`config.mk`:
```
export PLATFORM = sky130hd
export DESIGN_NAME = flow_state_rd_arbiter_n
export DESIGN_NICKNAME = d
export VERILOG_FILES = /design/src/rtl/flow_state_rd_arbiter_n.sv
export SDC_FILE = /design/constraint.sdc
export NUM_CORES = 1
export LEC_CHECK = 0
export CAP_MARGIN = 10
export CORE_AREA = 2 2 130 132
export CTS_BUF_LIST = sky130_fd_sc_hd__clkbuf_8
export CTS_CLUSTER_SIZE = 25
export DETAILED_ROUTE_END_ITERATION = 6
export DIE_AREA = 0 0 132 134
export MAX_ROUTING_LAYER = met4
export PLACE_DENSITY_LB_ADDON = 0.25
export SLEW_MARGIN = 0
export SYNTH_ARGS = -nofsm -noshare
export SYNTH_HDL_FRONTEND = slang
export SYNTH_SLANG_ARGS = --single-unit
```
`constraint.sdc`:
```
create_clock -name clk -period 4.55 [get_ports clk]
set_input_delay 0.91 -clock clk [delete_from_list [all_inputs] [get_ports clk]]
set_output_delay 0.91 -clock clk [all_outputs]
set_load 0.01 [all_outputs]
```
`src/rtl/flow_state_rd_arbiter_n.sv`:
```
// N-client round-robin arbiter that issues paired tx_state/recv_state reads and returns joined responses in order.
// Optional perf counters are built when FLOW_STATE_RD_ARB_PERF_EN is defined; state widths stand in for the tcp_pkg types.
module flow_state_rd_arbiter_n #(
    parameter int NUM_CLIENTS     = 2,
    parameter int MAX_OUTSTANDING = 4,
    parameter int FLOWID_W        = 16,
    parameter int TX_STATE_W      = 64,
    parameter int RX_STATE_W      = 64
) (
    input  logic                            clk,
    input  logic                            rst_n,

    input  logic [NUM_CLIENTS-1:0]          client_rd_req_val,
    input  logic [NUM_CLIENTS*FLOWID_W-1:0] client_rd_req_flowid,
    output logic [NUM_CLIENTS-1:0]          client_rd_req_grant,

    output logic                            tx_state_rd_req_val,
    output logic [FLOWID_W-1:0]             tx_state_rd_req_flowid,
    input  logic                            tx_state_rd_req_rdy,
    output logic                            rx_state_rd_req_val,
    output logic [FLOWID_W-1:0]             rx_state_rd_req_flowid,
    input  logic                            rx_state_rd_req_rdy,

    input  logic                            tx_state_rd_resp_val,
    input  logic [TX_STATE_W-1:0]           tx_state_rd_resp_data,
    output logic                            tx_state_rd_resp_rdy,
    input  logic                            rx_state_rd_resp_val,
    input  logic [RX_STATE_W-1:0]           rx_state_rd_resp_data,
    output logic                            rx_state_rd_resp_rdy,

    output logic [NUM_CLIENTS-1:0]          client_rd_resp_val,
    output logic [TX_STATE_W-1:0]           client_tx_state_rd_resp_data,
    output logic [RX_STATE_W-1:0]           client_rx_state_rd_resp_data,
    input  logic [NUM_CLIENTS-1:0]          client_rd_resp_rdy,

`ifdef FLOW_STATE_RD_ARB_PERF_EN
    output logic [NUM_CLIENTS*32-1:0]       perf_grant_cnt,
    output logic [31:0]                     perf_full_stall_cnt,
`endif
    output logic                            err_unexpected_resp
);

    localparam int CLIENT_W = $clog2(NUM_CLIENTS);
    localparam int PTR_W    = (MAX_OUTSTANDING > 1) ? $clog2(MAX_OUTSTANDING) : 1;
    localparam int CNT_W    = $clog2(MAX_OUTSTANDING) + 1;

    localparam logic [CNT_W-1:0]    CNT_FULL    = CNT_W'(MAX_OUTSTANDING);
    localparam logic [PTR_W-1:0]    PTR_LAST    = PTR_W'(MAX_OUTSTANDING - 1);
    localparam logic [CLIENT_W-1:0] CLIENT_LAST = CLIENT_W'(NUM_CLIENTS - 1);
    localparam logic [CLIENT_W:0]   CLIENT_NUM  = (CLIENT_W + 1)'(NUM_CLIENTS);

    logic [CLIENT_W-1:0] prio_q, prio_d;
    logic [PTR_W-1:0]    wr_ptr_q, wr_ptr_d;
    logic [PTR_W-1:0]    rd_ptr_q, rd_ptr_d;
    logic [CNT_W-1:0]    count_q, count_d;
    logic                err_q, err_d;
    logic [CLIENT_W-1:0] tag_q [MAX_OUTSTANDING];
    logic [CLIENT_W-1:0] tag_d [MAX_OUTSTANDING];

    logic [FLOWID_W-1:0] flowid_arr [NUM_CLIENTS];
    logic [CLIENT_W-1:0] winner;
    logic [CLIENT_W-1:0] head;
    logic                any_req;
    logic                full;
    logic                empty;
    logic                issue;
    logic                join_val;
    logic                pop;

    for (genvar g = 0; g < NUM_CLIENTS; g++) begin : g_flowid
        assign flowid_arr[g] = client_rd_req_flowid[g*FLOWID_W +: FLOWID_W];
    end

    // Rotating search starting at prio_q, which holds last winner + 1.
    always_comb begin
        logic [CLIENT_W:0]   sum;
        logic [CLIENT_W-1:0] idx;
        winner  = '0;
        any_req = 1'b0;
        sum     = '0;
        idx     = '0;
        for (int off = 0; off < NUM_CLIENTS; off++) begin
            sum = {1'b0, prio_q} + (CLIENT_W + 1)'(off);
            if (sum >= CLIENT_NUM) begin
                sum = sum - CLIENT_NUM;
            end
            idx = sum[CLIENT_W-1:0];
            if (!any_req && client_rd_req_val[idx]) begin
                any_req = 1'b1;
                winner  = idx;
            end
        end
    end

    assign full  = (count_q == CNT_FULL);
    assign empty = (count_q == '0);
    assign issue = any_req & tx_state_rd_req_rdy & rx_state_rd_req_rdy & ~full;
    assign head  = tag_q[rd_ptr_q];

    always_comb begin
        client_rd_req_grant    = '0;
        tx_state_rd_req_val    = issue;
        rx_state_rd_req_val    = issue;
        tx_state_rd_req_flowid = '0;
        if (issue) begin
            client_rd_req_grant    = NUM_CLIENTS'(1) << winner;
            tx_state_rd_req_flowid = flowid_arr[winner];
        end
        rx_state_rd_req_flowid = tx_state_rd_req_flowid;
    end

    // A lone tx or rx response is held until its partner arrives.
    always_comb begin
        join_val           = tx_state_rd_resp_val & rx_state_rd_resp_val & ~empty;
        pop                = join_val & client_rd_resp_rdy[head];
        client_rd_resp_val = '0;
        if (join_val) begin
            client_rd_resp_val = NUM_CLIENTS'(1) << head;
        end
        tx_state_rd_resp_rdy = pop;
        rx_state_rd_resp_rdy = pop;
    end

    assign client_tx_state_rd_resp_data = tx_state_rd_resp_data;
    assign client_rx_state_rd_resp_data = rx_state_rd_resp_data;
    assign err_unexpected_resp          = err_q;

    always_comb begin
        tag_d    = tag_q;
        wr_ptr_d = wr_ptr_q;
        rd_ptr_d = rd_ptr_q;
        count_d  = count_q;
        prio_d   = prio_q;
        if (issue) begin
            tag_d[wr_ptr_q] = winner;
            wr_ptr_d        = (wr_ptr_q == PTR_LAST) ? '0 : wr_ptr_q + 1'b1;
            prio_d          = (winner == CLIENT_LAST) ? '0 : winner + 1'b1;
        end
        if (pop) begin
            rd_ptr_d = (rd_ptr_q == PTR_LAST) ? '0 : rd_ptr_q + 1'b1;
        end
        case ({issue, pop})
            2'b10:   count_d = count_q + 1'b1;
            2'b01:   count_d = count_q - 1'b1;
            default: count_d = count_q;
        endcase
        err_d = err_q | ((tx_state_rd_resp_val | rx_state_rd_resp_val) & empty);
    end

    always_ff @(posedge clk or negedge rst_n) begin
        if (!rst_n) begin
            prio_q   <= '0;
            wr_ptr_q <= '0;
            rd_ptr_q <= '0;
            count_q  <= '0;
            err_q    <= 1'b0;
        end else begin
            prio_q   <= prio_d;
            wr_ptr_q <= wr_ptr_d;
            rd_ptr_q <= rd_ptr_d;
            count_q  <= count_d;
            err_q    <= err_d;
        end
    end

    // Tag slots are only read while occupied, so they need no reset.
    always_ff @(posedge clk) begin
        tag_q <= tag_d;
    end

`ifdef FLOW_STATE_RD_ARB_PERF_EN
    logic [31:0] perf_stall_q, perf_stall_d;

    for (genvar g = 0; g < NUM_CLIENTS; g++) begin : g_perf_grant
        logic [31:0] grant_cnt_q, grant_cnt_d;

        always_comb begin
            grant_cnt_d = grant_cnt_q;
            if (client_rd_req_grant[g] && (grant_cnt_q != 32'hFFFF_FFFF)) begin
                grant_cnt_d = grant_cnt_q + 32'd1;
            end
        end

        always_ff @(posedge clk or negedge rst_n) begin
            if (!rst_n) begin
                grant_cnt_q <= '0;
            end else begin
                grant_cnt_q <= grant_cnt_d;
            end
        end

        assign perf_grant_cnt[g*32 +: 32] = grant_cnt_q;
    end

    always_comb begin
        perf_stall_d = perf_stall_q;
        if (any_req && tx_state_rd_req_rdy && rx_state_rd_req_rdy && full &&
            (perf_stall_q != 32'hFFFF_FFFF)) begin
            perf_stall_d = perf_stall_q + 32'd1;
        end
    end

    always_ff @(posedge clk or negedge rst_n) begin
        if (!rst_n) begin
            perf_stall_q <= '0;
        end else begin
            perf_stall_q <= perf_stall_d;
        end
    end

    assign perf_full_stall_cnt = perf_stall_q;
`endif

endmodule

```
==> summary.txt <==
Run status
  – Status: complete, no violations

Global route
  – Grt ovf: 0
  – First-pass GRT wire length: roughly 7000 µm
  – Vias in the first global route: 1219
  – Largest net degree at the start of global routing: 23
  – Tot GR Track Use: 0.0530
  – Initial antenna violation count: 0

Clock network
  – H-tree lvl count: 1
  – Root buffer cell: clkbuf_8
  – Clk_lat worst skew: ~0.24 ns
  – Setup Buffers After CTS: 0
  – Clock transition at the registers of the reported paths: roughly 0.06 ns
  – # clock sinks: 13
  – # resized after CTS: 0
  – Clk buf depth: 2
  – Hold Buf Count CTS: 0
  – CTS tree: built
  – CTS Buf Count: 3

Synth
  – Post-synthesis simple-gate area fraction: 0.0984
  – Yosys cell types: 24
  – Warnings, synthesis: 0
  – Compound-cell area share of the yosys netlist: 0.0505
  – Register bit total from synthesis: 13
  – Post-synthesis sequential area ratio: 0.172
  – Synth Instances: approximately 260
  – Post-synthesis mux area share: 0.0486
  – Xor-xnor portion of the synthesized cell area: 0.0131
  – Area share of fa/ha/maj cells after synthesis: 0.0474
  – Synthesized cell area: between 2000 and 2500 µm²
  – Dominant combinational cell family by area after synthesis: buffers and inverters
  – Synthesized area per cell: between 7 and 8 µm²
  – Syn_nets: around 430

Critical path
  – CP Launch Type: input port
  – Crit. End Element: output pin
  – WP data required: approximately 3.6 ns
  – Crit-path max FO: 22
  – WS Path Type: in -> out
  – Critical path arrival: approximately 3.2 ns

Timing
  – Final hold vios: 0
  – Hold slack final: between 0.4 and 0.5 ns
  – Tcrit/Tclk final: 0.898
  – Setup TNS: 0 ns
  – Tightest Pin Transition: between 0.9 and 1 ns
  – Max-slew violation count: 0
  – RSZ-0062 raised after global routing: no
  – Max-slew headroom: 0.384
  – Final setup vio count: 0
  – Max Fclk: 0.245 GHz
  – Clk_skew: between 0.003 and 0.004 ns
  – Fin crit period: between 4 and 5 ns

Routing
  – Drt wl/cell: 11.6 µm
  – Metal3 WL: 474 µm
  – Highest routed layer: met4
  – Initial drt markers: 33
  – Total Wirelength: 4820 µm
  – Vias post-DR: about 1.2k
  – Pre-Repair DR Iteration Count: 4
  – Vias/cell: between 2 and 3
  – ANT nets after route: 0
  – M1 wire length: 1760 µm
  – Met2 wire length: 2130 µm
  – Drc violations: 0

Die
  – Die Span X: between 100 and 150 µm
  – # IOs: roughly 340
  – Die area: between 15000 and 20000 µm²
  – Die Y: around 130 µm
  – Starting Density: 0.123
  – Row Count: 47
  – CORE AREA: around 16000 µm²

Pwr
  – Max rail drop VDD: 0.0994 mV
  – Leakage power: 0.758 nW
  – Total power density per cell area: around 300 nW/µm²

Layout
  – Commonest non-fill, non-tap cell in the layout: clkdlybuf4s50_1
  – Most frequent cells in the layout: 82 x clkdlybuf4s50_1, 32 x nand2_1, 16 x a21oi_1
  – Filler cells: 1874
  – Post-layout instance count excluding filler cells: about 420
  – Layout cells sized above 1: 0.0667
  – Post-layout nets: ~370
  – Area growth syn-to-layout: 2.80%
  – # diodes: 0

Worst hold path
  – Hold WC Path Type: reg -> reg

Job
  – Max cap viols: 0

Place
  – Hpwl dp: 3920 µm
  – Port bufs: 82
  – Gp weighted congestion: 0.716
  – Dpl cells: between 400 and 500
[synthesized netlist by cell type]
master,instances,area share
o21bai_1,1,0.0037
or3_1,1,0.0031
inv_2,2,0.0037
nand2_1,32,0.060
xor2_1,2,0.0087
o2111ai_1,1,0.0044
buf_4,146,0.55
and2_1,4,0.012
mux2i_1,3,0.015
nor2b_1,1,0.0031
clkbuf_1,4,0.0075
mux2_1,2,0.011
nor2_1,8,0.015
ha_1,6,0.037
o21ai_1,1,0.0025
edfxtp_1,4,0.060
mux2_2,2,0.011
xnor2_1,1,0.0044
fa_1,1,0.010
inv_1,7,0.013
dfrtp_1,9,0.11
mux4_2,1,0.011
nand3_1,2,0.0050
a21oi_1,16,0.040
[final timing paths]
path,from,end,slack (ns),depth (start not counted)
worst max-delay path,client_rd_req_val[0],rx_state_rd_req_flowid[12],0.46,7
worst min-delay path,err_unexpected_resp$_DFF_PN0_,err_unexpected_resp$_DFF_PN0_,0.48,1
worst max register to register,rd_ptr_q[0]$_DFFE_PN0P_,count_q[2]$_DFFE_PN0P_,1.84,9
worst min register to register,err_unexpected_resp$_DFF_PN0_,err_unexpected_resp$_DFF_PN0_,0.48,1
max in group asynchronous,rst_n,count_q[1]$_DFFE_PN0P_,3.24,1
min in group asynchronous,rst_n,count_q[2]$_DFFE_PN0P_,0.99,1
[per-layer routing]
| layer | global-route usage | vias to the layer above |
|---|---|---|
| li1 | - | 529 |
| met1 | 0.0509 | 521 |
| met2 | 0.0813 | 81 |
| met3 | 0.0170 | 60 |
| met4 | 0.0568 | 0 |
| met5 | - | - |
[kinds of logic after synthesis]
| family | after synthesis |
|---|---|
| adders and majority gates | 7 |
| DFF | 13 |
| muxes | 8 |
| AOI/OAI and AO/OA | 19 |
| buffers and inverters | 159 |
| and+or+nand+nor | 48 |
| xor gates and xnor gates | 3 |
[cell type report]
| cell class | count | area [µm²] | share of cell area |
|---|---|---|---|
| clock inverters | 1 | 5.00 | 0.00242 |
| multi-input cells | 85 | 528 | 0.256 |
| well taps | 220 | 275 | 0.133 |
| repair buffers | 84 | 836 | 0.405 |
| inverters | 9 | 33.8 | 0.0164 |
| clock buffers | 3 | 41.3 | 0.0200 |
| flip-flops and latches | 13 | 345 | 0.167 |
[critical path, cell delays in order]
cell             delay [ns]
clkdlybuf4s50_1        0.50
inv_1                  0.07
o21ai_2                0.53
inv_2                  0.37
nand2_1                0.16
a21oi_1                0.09
clkdlybuf4s50_1        0.54
[per-stage QoR]
stage                     instance area (µm²)  worst slack [ns]  utilization  power [mW]
after floorplan                          2010              1.48            -       0.502
after global placement                   2020             0.451        0.124       0.524
after detailed placement                 2020             0.377        0.124       0.528
after CTS                                2060             0.375        0.127       0.637
after global routing                     2060             0.221        0.127       0.684
final                                    2060             0.464        0.127       0.621
[sequential cells by signal, summed over array words and instances, names as in the netlist]
name / count
wr_ptr_q: 2
prio_q: 1
count_q: 3
err_unexpected_resp: 1
rd_ptr_q: 2
tag_q: 4
[power by group]
part	switching (mW)	leakage [nW]	internal [mW]
clock	0.0444	0.0255	0.0605
sequential	0.0359	0.139	0.165
combinational	0.145	0.593	0.170
total	0.226	0.758	0.396
Note: power is estimated with default switching activity, not from simulation.
